## src/rtl/pad_line_mux_sync.sv

```systemverilog
// Pad-line multiplexer for one chip edge: routes one of N_MACROS macros onto the pads with
// registered outputs, a high-Z guard window on every ownership change, and a synchronised input path.
module pad_line_mux_sync #(
  parameter int N_MACROS     = 4,
  parameter int WIDTH        = 10,
  parameter int GUARD_CYCLES = 2,
  parameter int SYNC_STAGES  = 2,
  localparam int SELW        = $clog2(N_MACROS)
) (
  input  logic                      clk,
  input  logic                      rst_n,
  input  logic [SELW-1:0]           cfg_i,
  input  logic                      cfg_valid_i,
  input  logic [N_MACROS*WIDTH-1:0] macro_o,
  input  logic [N_MACROS*WIDTH-1:0] macro_oe,
  output logic [WIDTH-1:0]          pad_o,
  output logic [WIDTH-1:0]          pad_oe,
  input  logic [WIDTH-1:0]          pad_i,
  output logic [N_MACROS*WIDTH-1:0] macro_i,
  output logic [SELW-1:0]           cur_cfg,
  output logic                      switching,
  output logic                      cfg_err
);

  // One spare bit so the handover threshold of 2 is representable even for a 1-cycle guard.
  localparam int CNTW = $clog2(GUARD_CYCLES + 1) + 1;
  localparam logic [CNTW-1:0] GUARD_LOAD = CNTW'(GUARD_CYCLES);
  localparam logic [SELW:0]   NUM_SEL    = (SELW + 1)'(N_MACROS);

  typedef enum logic {
    ACTIVE,
    GUARD
  } state_t;

  state_t            state, state_next;
  logic [CNTW-1:0]   count, count_next;
  logic [SELW-1:0]   pending, pending_next;
  logic [SELW-1:0]   cur_next;
  logic [WIDTH-1:0]  pad_o_next, pad_oe_next;
  logic              err_next;
  logic [WIDTH-1:0]  sel_o, sel_oe;
  logic              idx_ok;
  logic [WIDTH-1:0]  sync_out;

  assign idx_ok    = ({1'b0, cfg_i} < NUM_SEL);
  assign switching = (state == GUARD);

  // Data and enable are always taken from the same macro slice.
  always_comb begin
    sel_o  = '0;
    sel_oe = '0;
    for (int k = 0; k < N_MACROS; k++) begin
      if (cur_cfg == SELW'(k)) begin
        sel_o  = macro_o[k*WIDTH +: WIDTH];
        sel_oe = macro_oe[k*WIDTH +: WIDTH];
      end
    end
  end

  always_comb begin
    state_next   = state;
    count_next   = count;
    pending_next = pending;
    cur_next     = cur_cfg;
    pad_o_next   = '0;
    pad_oe_next  = '0;
    err_next     = 1'b0;
    case (state)
      ACTIVE: begin
        pad_o_next  = sel_o;
        pad_oe_next = sel_oe;
        if (cfg_valid_i) begin
          if (!idx_ok) begin
            err_next = 1'b1;
          end else if (cfg_i != cur_cfg) begin
            pending_next = cfg_i;
            count_next   = GUARD_LOAD;
            state_next   = GUARD;
            pad_o_next   = '0;
            pad_oe_next  = '0;
          end
        end
      end
      GUARD: begin
        // Handover happens on the edge where the counter steps down to 1, so the pads
        // stay disabled for exactly GUARD_CYCLES cycles counted from the acceptance edge.
        if (count > CNTW'(1)) begin
          count_next = count - CNTW'(1);
        end
        if (count <= CNTW'(2)) begin
          cur_next   = pending;
          state_next = ACTIVE;
        end
      end
      default: begin
        state_next = GUARD;
      end
    endcase
  end

  always_ff @(posedge clk or negedge rst_n) begin
    if (!rst_n) begin
      state   <= GUARD;
      count   <= GUARD_LOAD;
      pending <= '0;
      cur_cfg <= '0;
      pad_o   <= '0;
      pad_oe  <= '0;
      cfg_err <= 1'b0;
    end else begin
      state   <= state_next;
      count   <= count_next;
      pending <= pending_next;
      cur_cfg <= cur_next;
      pad_o   <= pad_o_next;
      pad_oe  <= pad_oe_next;
      cfg_err <= err_next;
    end
  end

  generate
    if (SYNC_STAGES == 0) begin : g_nosync
      assign sync_out = pad_i;
    end else begin : g_sync
      logic [WIDTH-1:0] sync_q [SYNC_STAGES];
      always_ff @(posedge clk or negedge rst_n) begin
        if (!rst_n) begin
          for (int s = 0; s < SYNC_STAGES; s++) begin
            sync_q[s] <= '0;
          end
        end else begin
          sync_q[0] <= pad_i;
          for (int s = 1; s < SYNC_STAGES; s++) begin
            sync_q[s] <= sync_q[s-1];
          end
        end
      end
      assign sync_out = sync_q[SYNC_STAGES-1];
    end
  endgenerate

  // Every macro sees the same input copy regardless of which one owns the outputs.
  assign macro_i = {N_MACROS{sync_out}};

endmodule

```

## config.mk

```make
export PLATFORM = sky130hd
export DESIGN_NAME = pad_line_mux_sync
export DESIGN_NICKNAME = d
export VERILOG_FILES = /design/src/rtl/pad_line_mux_sync.sv
export SDC_FILE = /design/constraint.sdc
export NUM_CORES = 1
export LEC_CHECK = 0
export CORE_ASPECT_RATIO = 1.25
export CORE_UTILIZATION = 33
export CTS_BUF_LIST = sky130_fd_sc_hd__clkbuf_4 sky130_fd_sc_hd__clkbuf_8
export CTS_CLUSTER_SIZE = 10
export DETAILED_ROUTE_END_ITERATION = 10
export PLACE_DENSITY = 0.79
export SYNTH_ARGS = -nofsm -noshare
export SYNTH_HDL_FRONTEND = slang
export SYNTH_SLANG_ARGS = --single-unit
```

## constraint.sdc

```tcl
create_clock -name clk -period 1.4 [get_ports clk]
set_input_delay 0.21 -clock clk [delete_from_list [all_inputs] [get_ports clk]]
set_output_delay 0.21 -clock clk [all_outputs]
set_load 0.03 [all_outputs]
```

==> impl_metrics.toml <==
[global_route]
grt_usage = 0.161
antenna_found_initial = 0
grt_max_degree = 26
grt_pass1_wl_mm = 8.87
grt_pass1_vias = 1721
grt_overflow = 0

[clock_network]
clk_pin_slew_ps = 90
cts_buffers = 5
cts_tree = "yes"
cts_sinks = 48
cts-root-buf = "clkbuf_8"
h-tree-depth = 2
cts_max_path_buffers = 2
clk_latency_ps = 290

[critical_path]
slowest_stage = "dfstp_2"
path_max_fanout = 4
cp_num_cells = 6
ff2ff_path_depth = 6
setup.worst_path.class = "reg -> reg"
critPathLaunch = "count[1]"
ff2ff_setup_slack_ps = -80
worst-path-buf-inv = 1
cp_top_family = "flip-flops"
critPathCapture = "count[0]"
critPathRequiredTime_ps = 1580
start_kind = "flop"
crit_path_end_kind = "flop"
timing.rr.start = "count[1]"
rr_endpoint = "count[0]"
cp_data_arrival_time_ps = 1660
cpPeakStageDelay_ps = 590
crit_chain = "inv_2 -> ha_2 -> o21ba_4 -> nor2_2 -> xnor2_1 -> a22o_1"

[floorplan]
fp.dieArea_sq_um = 7430
core_sq_um = 6690
chipWidth_um = 77.3
initial_utilization = 0.350
dieHeight_um = 96.1
ios = 159
core.rowCount = 33

[route]
wl_per_cell_um = 15.3
drt-initial-drc-count = 54
vias = 1711
via_per_inst = 4.43
wl_mm = 5.92
drc = 0
drtAntennaViolNets = 0
dr.pass1.iters = 5

[pwr]
p_per_area_nw_per_um2 = 1670
vdd_ir_drop_max_uv = 1230
leakage_nw = 1.81

[outcome]
violations = "setup timing"
status = "finished, violations left"

[layout]
register_area_sq_um = 1210
multi_input_area_sq_um = 891
n_fill_cell = 560
nets = 396
antennaDiodeCount = 0
drive_gt1_frac = 0.294
finalInstanceArea_sq_um = 3990
area_delta_synth_final_pct = 70.4
fin_cells = 386

[worst_hold_path]
holdCritStartpoint = "pad_i[4]"
hold_class = "in -> reg"
hold_path_depth = 1

[placement]
portBuffers = 157
place_ws_ps = -313
dp_hpwl_mm = 4.84
place_inst = 373
place_area_sq_um = 3810
place_congestion = 0.741

[timing]
hold_violations = 0
max_freq_ghz = 0.677
setup_viol = 25
fin_crit_sh = 1.06
skew_ps = 10.6
min_period_ps = 1480
finalMaxSlewViolations = 0
rsz0062_at_grt = "yes"
fin_ws_ps = -78.1

[synth]
synth.distinct_cells = 28
synth_area_sq_um = 2340
avgSynthCellArea_sq_um = 14.4
syn_inst = 163
ys_ff_latch = 48
yosys_warnings = 0
seq_area_frac_synth = 0.514
syn_nets = 261

[flow_run]
timing.max_cap.violations = 0
==> worst reg2reg max path: stages (launching register included) <==
cell	delay (ps)
dfstp_2	590
inv_2	50
ha_2	160
o21ba_4	230
nor2_2	50
xnor2_1	120
a22o_1	170
==> cell families (layout without fill, tap and decap cells) <==
logic type               count (synthesis)  count (layout)  share of synthesized area
adder cells (fa/ha/maj)                  3               3                     0.0160
other                                    1               1                    0.00160
AO/OA/AOI/OAI                            7               7                     0.0241
multiplexers                            25              25                      0.216
AND/OR/NAND/NOR                         26              26                     0.0663
flip-flops                              48              48                      0.514
XOR/XNOR                                 3               3                     0.0112
buffers and inverters                   50             186                      0.150
==> synth_stat cells <==
| library cell | number | area [sq um] |
|---|---|---|
| inv_1 | 3 | 11.3 |
| mux2i_1 | 1 | 10.0 |
| clkbuf_4 | 1 | 7.51 |
| xnor2_1 | 1 | 8.76 |
| nand2_1 | 1 | 3.75 |
| buf_1 | 2 | 7.51 |
| o21ba_2 | 1 | 10.0 |
| dfrtp_1 | 46 | 1150 |
| nand3_1 | 1 | 5.00 |
| o211a_1 | 1 | 10.0 |
| ha_1 | 3 | 37.5 |
| and2_1 | 20 | 125 |
| a22o_1 | 2 | 17.5 |
| clkbuf_2 | 1 | 5.00 |
| o21ai_0 | 1 | 5.00 |
| mux4_2 | 20 | 450 |
| buf_4 | 42 | 315 |
| o22a_1 | 1 | 8.76 |
| mux2_1 | 2 | 22.5 |
| buf_2 | 1 | 5.00 |
| or2_1 | 1 | 6.26 |
| nor2_1 | 2 | 7.51 |
| dfstp_2 | 2 | 52.6 |
| o21ai_1 | 1 | 5.00 |
| conb_1 | 1 | 3.75 |
| and2b_1 | 1 | 7.51 |
| mux2_2 | 2 | 22.5 |
| xor2_1 | 2 | 17.5 |
==> sequential cells by signal, summed over array words and instances (netlist names) <==
name / cells
g_sync.sync_q: 10
pad_o: 10
pad_oe: 10
sync_out: 10
count: 3
cur_cfg: 2
pending: 2
switching: 1
==> report_power, final <==
group          total [mW]  internal [mW]  switching [mW]  leakage (nW)
combinational        3.80           2.04            1.76          1.17
sequential           2.01           1.78           0.231         0.590
clock               0.843          0.424           0.419        0.0519
total                6.66           4.25            2.41          1.81
==> per-layer routing <==
| metal | up-vias | global-route usage | wire length, um |
|---|---|---|---|
| met2 | 78 | 0.302 | 3510 |
| met5 | - | 0 | 0 |
| li1 | 788 | - | - |
| met4 | 0 | 0.0802 | 176 |
| met1 | 830 | 0.176 | 1970 |
| met3 | 15 | 0.0284 | 256 |
==> worst min path at each step <==
stage / endpoint / slack, ps
3_5_place_dp: g_sync.sync_q[15] / 170
3_3_place_gp: sync_out[2] / 160
4_1_cts: g_sync.sync_q[10] / 340
5_1_grt: g_sync.sync_q[16] / 340
6_report: g_sync.sync_q[14] / 350
2_1_floorplan: count[0] / -90
==> area by class of cell <==
type / count / share of cell area
clock buffers: 7 / 0.0226
clock inverters: 1 / 0.00220
inverters: 3 / 0.00282
multi-input cells: 65 / 0.223
flip-flops and latches: 48 / 0.303
well taps: 87 / 0.0273
repair buffers: 175 / 0.419
==> per-stage QoR <==
stage	power, mW	util	TNS (ps)	hold slack, ps
6_report	6.66	0.596	-634	351
5_1_grt	7.04	0.596	-2180	338
4_1_cts	6.53	0.586	-354	341
3_5_place_dp	5.62	0.570	-7080	174
3_3_place_gp	5.55	0.570	-5580	163
2_1_floorplan	4.31	-	-1080	-85.6
==> cells in the final DEF (no fill, tap or decap), types with 2 or more instances in the layout <==
master	n
ha_2	2
dfrtp_1	43
dfstp_2	2
dfrtp_2	3
clkdlybuf4s50_1	93
mux2_2	2
mux2_4	2
a22o_1	2
and2_4	16
buf_12	2
mux4_2	20
and2_1	4
buf_6	6
o21ai_2	2
inv_2	2
buf_4	12
dlygate4sd2_1	60
clkbuf_8	6
==> timing repair <==
action / 4_1_cts / 5_1_grt
endpoints found under the hold margin: 15 / 0
setup endpoints to repair: 86 / 28
buffers inserted: 1 / 1
resized for setup: 77 / 19
cloned: 2 / 0
pin swaps: 9 / 14
hold buffers: 1 / 0
No activity file was read; power rests on OpenSTA's default activity.
